<file path="config.mk">
export PLATFORM = sky130hd
export DESIGN_NAME = alu_op_sequencer
export DESIGN_NICKNAME = d
export VERILOG_FILES = /design/src/rtl/alu_op_sequencer.sv
export SDC_FILE = /design/constraint.sdc
export NUM_CORES = 1
export LEC_CHECK = 0
export ABC_AREA = 1
export BUFFER_PORTS_ARGS = -buffer_cell sky130_fd_sc_hd__buf_2
export CAP_MARGIN = 20
export CORE_MARGIN = 2
export CORE_UTILIZATION = 56
export DETAILED_ROUTE_END_ITERATION = 7
export PLACE_DENSITY = 0.86
export SETUP_SLACK_MARGIN = 0.1
export SYNTH_ARGS = -nofsm -noshare
export SYNTH_HDL_FRONTEND = slang
export SYNTH_SLANG_ARGS = --single-unit
</file>
<file path="constraint.sdc">
create_clock -name clk -period 2.9 [get_ports clk]
set_clock_uncertainty 0.2 [all_clocks]
set_input_delay 0.145 -clock clk [delete_from_list [all_inputs] [get_ports clk]]
set_output_delay 0.145 -clock clk [all_outputs]
set_load 0.01 [all_outputs]
</file>
<file path="src/rtl/alu_op_sequencer.sv">
// Sequencer in front of the one-bit-per-pass ALU: decodes ops, iterates
// multi-bit shifts through ALU feedback, and holds the result for downstream.
module alu_op_sequencer #(
    parameter int WIDTH   = 32,
    parameter int SHAMT_W = 5
) (
    input  logic             clk,
    input  logic             rst,
    input  logic             in_valid,
    output logic             in_ready,
    input  logic [2:0]       in_op,
    input  logic [WIDTH-1:0] in_a,
    input  logic [WIDTH-1:0] in_b,
    output logic             out_valid,
    input  logic             out_ready,
    output logic [WIDTH-1:0] out_result,
    output logic             out_cout,
    output logic             out_err,
    output logic [WIDTH-1:0] alu_A,
    output logic [WIDTH-1:0] alu_B,
    output logic             alu_AS,
    output logic             alu_sub,
    output logic             alu_Shift,
    output logic             alu_shift_left,
    output logic             alu_bitwiseAND,
    output logic             alu_bitwiseOR,
    input  logic [WIDTH-1:0] alu_Output,
    input  logic             alu_cout
);

    typedef enum logic [1:0] {
        IDLE,
        EXEC,
        SHIFT,
        DONE
    } state_t;

    localparam logic [2:0] OP_ADD = 3'b000;
    localparam logic [2:0] OP_SUB = 3'b001;
    localparam logic [2:0] OP_SHL = 3'b010;
    localparam logic [2:0] OP_SHR = 3'b011;
    localparam logic [2:0] OP_AND = 3'b100;
    localparam logic [2:0] OP_OR  = 3'b101;

    state_t               state_q, state_n;
    logic [2:0]           op_q, op_n;
    logic [WIDTH-1:0]     a_q, a_n;
    logic [WIDTH-1:0]     b_q, b_n;
    logic [WIDTH-1:0]     work_q, work_n;
    logic [SHAMT_W-1:0]   cnt_q, cnt_n;
    logic [WIDTH-1:0]     res_q, res_n;
    logic                 cout_q, cout_n;
    logic                 err_q, err_n;

    logic                 in_alu_op;
    logic                 in_shift_op;
    logic                 in_zero_amt;

    assign in_alu_op   = (in_op == OP_ADD) || (in_op == OP_SUB) ||
                         (in_op == OP_AND) || (in_op == OP_OR);
    assign in_shift_op = (in_op == OP_SHL) || (in_op == OP_SHR);
    assign in_zero_amt = (in_b[SHAMT_W-1:0] == '0);

    assign in_ready   = (state_q == IDLE) && !rst;
    assign out_valid  = (state_q == DONE);
    assign out_result = res_q;
    assign out_cout   = cout_q;
    assign out_err    = err_q;

    always_comb begin
        state_n        = state_q;
        op_n           = op_q;
        a_n            = a_q;
        b_n            = b_q;
        work_n         = work_q;
        cnt_n          = cnt_q;
        res_n          = res_q;
        cout_n         = cout_q;
        err_n          = err_q;
        alu_A          = '0;
        alu_B          = '0;
        alu_AS         = 1'b0;
        alu_sub        = 1'b0;
        alu_Shift      = 1'b0;
        alu_shift_left = 1'b0;
        alu_bitwiseAND = 1'b0;
        alu_bitwiseOR  = 1'b0;

        unique case (state_q)
            IDLE: begin
                if (in_valid) begin
                    op_n   = in_op;
                    a_n    = in_a;
                    b_n    = in_b;
                    work_n = in_a;
                    cnt_n  = in_b[SHAMT_W-1:0];
                    res_n  = '0;
                    cout_n = 1'b0;
                    err_n  = 1'b0;
                    unique case (1'b1)
                        in_alu_op: state_n = EXEC;
                        in_shift_op && in_zero_amt: begin
                            res_n   = in_a;
                            state_n = DONE;
                        end
                        in_shift_op && !in_zero_amt: state_n = SHIFT;
                        default: begin
                            err_n   = 1'b1;
                            state_n = DONE;
                        end
                    endcase
                end
            end
            EXEC: begin
                alu_A          = a_q;
                alu_B          = b_q;
                alu_AS         = (op_q == OP_ADD) || (op_q == OP_SUB);
                alu_sub        = (op_q == OP_SUB);
                alu_bitwiseAND = (op_q == OP_AND);
                alu_bitwiseOR  = (op_q == OP_OR);
                res_n          = alu_Output;
                cout_n         = alu_AS ? alu_cout : 1'b0;
                state_n        = DONE;
            end
            SHIFT: begin
                alu_A          = work_q;
                alu_Shift      = 1'b1;
                alu_shift_left = (op_q == OP_SHL);
                work_n         = alu_Output;
                cnt_n          = cnt_q - SHAMT_W'(1);
                // Last pass: this ALU output is the final shifted value.
                if (cnt_q == SHAMT_W'(1)) begin
                    res_n   = alu_Output;
                    cout_n  = 1'b0;
                    state_n = DONE;
                end
            end
            DONE: begin
                if (out_ready) begin
                    state_n = IDLE;
                end
            end
        endcase
    end

    always_ff @(posedge clk) begin
        if (rst) begin
            state_q <= IDLE;
            op_q    <= '0;
            a_q     <= '0;
            b_q     <= '0;
            work_q  <= '0;
            cnt_q   <= '0;
            res_q   <= '0;
            cout_q  <= 1'b0;
            err_q   <= 1'b0;
        end else begin
            state_q <= state_n;
            op_q    <= op_n;
            a_q     <= a_n;
            b_q     <= b_n;
            work_q  <= work_n;
            cnt_q   <= cnt_n;
            res_q   <= res_n;
            cout_q  <= cout_n;
            err_q   <= err_n;
        end
    end

endmodule
</file>
### Word-level counts from Yosys, hierarchy flattened

Cells that the tools add are included.
W data, S select, Z words.

* add/sub/neg operators: 1
* equality and inequality tests: 16
* mux-type cells: 26
* reductions and logical operators: 21

Operator list (number)
* $mux W32: 5
* $pmux W32 S2: 2
* $pmux W32 S3: 1
* $eq A3 B3 Y1 const B: 4
* $mux W1: 10
* $pmux W5 S2: 1
* $eq A3 B2 Y1 const B: 3
* $pmux W2 S4: 1
* $eq A3 B1 Y1 const B: 2
* $logic_not A3 Y1: 2
* $mux W2: 3
* $reduce_and A3 Y1: 2
* $eq A5 B1 Y1 const B: 1
* $logic_not A5 Y1: 1
* $logic_or A1 B1 Y1: 5
* $mux W5: 1
* $sub A5 B1 Y5 const B: 1
* $eq A2 B2 Y1 const B: 2
* $ne A2 B2 Y1 const B: 2
* $pmux W2 S2: 1
* $reduce_and A2 Y1: 2
* $logic_and A1 B1 Y1: 3
* $pmux W1 S3: 1
* $reduce_bool A3 Y1: 1
* other kinds (6): 7

* bits in registers: 140
* bits of input ports: 104
* output and inout port bits: 106
* logic and storage cells: 73

### Depth between registers and ports, before layout

* depth after elaboration: 7
* gate-level depth with buffers: 11
* gate-level depth less buffers: 10

### Worst setup path after synthesis

OpenSTA, ideal clock, no wires.

* kind: register to output
* from: register state_q[0]
* to: output alu_A[0]
* data arrival time: 1557 ps
* required time: 2555 ps
* slack: 998 ps
* cell stages (with the launch flop): 8
* path buffers: 3
* cell sequence: dfxtp_1 inv_1 ha_1 buf_2 buf_2 buf_1 nand2_1 a21oi_1

* cells in the longest elaborated chain, start to end: 2
* elaborated cells on any way between the ends: 3
* classes of those cells: eq/ne: 2; mux: 1

RTL lines
* start, declared: line 45 `state_t state_q, state_n;`
* start signal, assigned: line 158 `state_q <= state_n;`
* $eq A2 B2 Y1 / $eq A2 B1 Y1 (equally long branches): line 89 `unique case (state_q)`
* $pmux W32 S2 *: line 89
* end, declared: line 19 `output logic [WIDTH-1:0] alu_A,`

Every way passes the cells marked *; elsewhere a longest branch is shown, timed or not.

### Worst setup path after layout

* from: register state_q[0]
* to: register op_q[2]

* cells in the longest elaborated chain, start to end: 2

RTL lines
* $logic_not A2 Y1: line 89
* $reduce_and A2 Y1 (no line)
* end signal, assigned: line 159 `op_q <= op_n;`
* end, declared: line 46 `logic [2:0] op_q, op_n;`

No other way between the ends.
A chain may end at the register's enable or synchronous reset.

==> key figures <==
STA
  – Slew @ Worst Pin: 0.757 ns
  – Slew Limit Headroom: 49.5%
  – Tmin final: 2.75 ns
  – Setup TNS Final: 0 ns
  – Slew Viols, Final: 0
  – RSZ-0062 raised after global routing: yes
  – Worst hold slack: 0.0511 ns
  – Period utilisation layout: 94.9%
  – Worst setup margin: 0.147 ns
  – Fmax: 363 MHz
  – Setup violators final: 0
  – Fin. Hold Viols: 0

Worst hold path
  – HP Class: in2reg
  – Worst Hold Launch: out_ready

Drt
  – Vias per cell: 5.76
  – DRT Pass-1 Iters: 7
  – Total wire length: 25600 µm
  – Wire per inst: 17.0 µm
  – Via Count: 8695
  – Detail Route Antenna Nets: 0
  – DRC: 0
  – DRT iter0 DRCs: 1062

Clock network
  – Clock Latency Late Sink: 0.42 ns
  – CTS tree: yes
  – Clock tree buffer depth: 2
  – H-tree depth: 4
  – Clock Sinks: 140
  – Inserted Clock Buffers: 17
  – Clk slew on worst S/H paths: 0.06 ns
  – Root Buffer: clkbuf_16

Placement
  – GPL Wtd Cong: 0.811
  – Hpwl dp: 12900 µm
  – Placed Instance Area: 0.00796 mm²
  – Number of port buffers: 209
  – Pre-CTS WS: 0.588 ns

Global routing
  – Gr busiest metal: met2
  – Met1 Usage GRT: 44.8%
  – Initial antenna violation count: 0
  – GR met3 Demand/Resource: 9.05%
  – Vias in the first global route: 8252
  – Grt ovf: 0
  – M2 GR Usage: 63.1%
  – Total GRT Usage: 38.2%
  – Largest net degree at the start of global routing: 70
  – First-pass GRT wire length: 39400 µm

Final layout
  – Fillcell total: 730
  – Synthesis-to-finish area growth: 42.3%
  – Commonest non-fill, non-tap cell in the layout: nand2_1
  – Nets: 1460
  – Design area: 0.00973 mm²
  – Most frequent cells in the layout: 283 x nand2_1, 209 x buf_2, 143 x nor2_1
  – Diodes inserted: 0
  – Layout cell share with drive strength beyond 1: 20.2%

Critical path
  – Worst Setup Start Kind: register
  – Reg-to-reg critical path startpoint: state_q[0]
  – Crit path max-delay cell type: dlygate4sd3_1
  – Worst path top cell family by delay: buffers and inverters
  – CP startpoint: state_q[0]
  – Crit path buf inv count: 4
  – Crit-path max FO: 35
  – Crit-path cells: inv_1 > ha_1 > nand2_1 > inv_2 > buf_12 > nand2_1 > a21oi_1 > dlygate4sd3_1
  – Worst path most repeated cell: nand2_1
  – Arr. time, crit path: 2.92 ns
  – Data required time of the worst path: 3.06 ns
  – Worst setup EP type: register
  – Worst setup path class: reg2reg
  – Critical Path Max Stage Delay: 0.57 ns

Die
  – Io pins: 210
  – Area of the die: 0.0131 mm²
  – Initial Util: 57.2%
  – Die Width: 115 µm
  – Row count: 40
  – Core region area: 0.0120 mm²
  – Die height: 115 µm

Synthesis
  – EDFF count, synth: 0
  – Synth Warn #: 0
  – Async S/R FF share, synth: 0%
  – Sequential area share after synthesis: 41.0%
  – Ys flop type: dfxtp_1
  – Synth unique cells: 25
  – Post-synthesis register bit count: 140
  – Mean Syn Cell Area: 6.43 µm²
  – Syn nets: 1175
  – Mapped Cells: 1064
  – Cell area after synthesis: 0.00684 mm²

Job
  – Max_cap viols: 0

Power and ir drop
  – Max VDD drop: 0.639 mV
  – Power Total: 9.12 mW
  – Pwr/cell area: 937 mW/mm²
  – Static leakage: 4.89 nW

Status
  – Outcome: complete, no violations
-- logic make-up after synthesis --
logic type	Yosys count	synth area share [%]
AND/OR/NAND/NOR	504	29.9
AO/OA/AOI/OAI	214	16.4
adder cells (fa/ha/maj)	7	1.28
buffers and inverters	199	11.5
flip-flops	140	41.0
-- worst min-delay path, delay by kind of cell --
family / cells / cell delay [ns]
and+or+nand+nor: 4 / 0.38
buffers and inverters: 2 / 0.12
-- state kept, by name, summed over array words and instances (netlist names) --
signal / count
a_q: 32
b_q: 32
out_result: 32
work_q: 32
cnt_q: 5
op_q: 3
state_q: 2
out_cout: 1
out_err: 1
-- metrics by stage --
step | utilization, % | instances
6_report | 81.4 | 1509
5_1_grt | 81.4 | 1509
4_1_cts | 81.1 | 1505
3_5_place_dp | 66.6 | 1360
3_3_place_gp | 66.6 | 1360
2_1_floorplan | - | 1064
-- synth_stat cells, types with 3 or more instances --
library cell  instances  area, µm²
nor4_1                4       25.0
buf_6                 3       33.8
a31oi_1              32        200
dfxtp_1             140       2800
a21oi_1              76        380
inv_1               114        428
buf_2                15       75.1
nor3_1               33        165
nor2_1              143        537
inv_2                 3       11.3
clkbuf_1             55        206
o21ai_0             103        515
nand3_1               5       25.0
ha_1                  7       87.6
nand4_1              32        200
nand2_1             283       1060
buf_1                 8       30.0
-- power breakdown --
part	switching [mW]	leakage, nW	internal, mW	total [mW]
logic	2.59	3.45	1.38	3.97
registers	0.359	1.16	2.57	2.93
clock network	0.852	0.286	1.37	2.23
-- cell type report --
type                            instances  area [µm²]  area share [%]
Clock buffer                           22         494            5.08
Clock inverter                         10         113            1.16
Inverter                              118         444            4.56
Multi-Input combinational cell        726        3270            33.6
Sequential cell                       140        2800            28.8
Tap cell                              147         184            1.89
Timing Repair Buffer                  346        2420            24.9
-- worst paths after layout --
check | end | slack (ns) | depth (start not counted)
min | state_q[1] | 0.05 | 6
max | op_q[2] | 0.15 | 8
max reg2reg | op_q[2] | 0.15 | 8
min reg2reg | out_err | 0.27 | 2
-- metal layers --
layer,wire length (µm),up-vias,part of all wire (%)
li1,-,3957,-
met1,9380,3855,37
met2,11900,701,46
met3,2750,182,11
met4,1600,0,6.2
met5,0,-,0
-- repair_timing --
item / 4_1_cts / 5_1_grt
gates resized for setup: 0 / 1
setup buffers: 0 / 3
hold buffers: 113 / 0
hold endpoints to repair: 138 / 0
endpoints found under the setup margin: 0 / 10
Note: power is estimated with default switching activity, not from simulation.
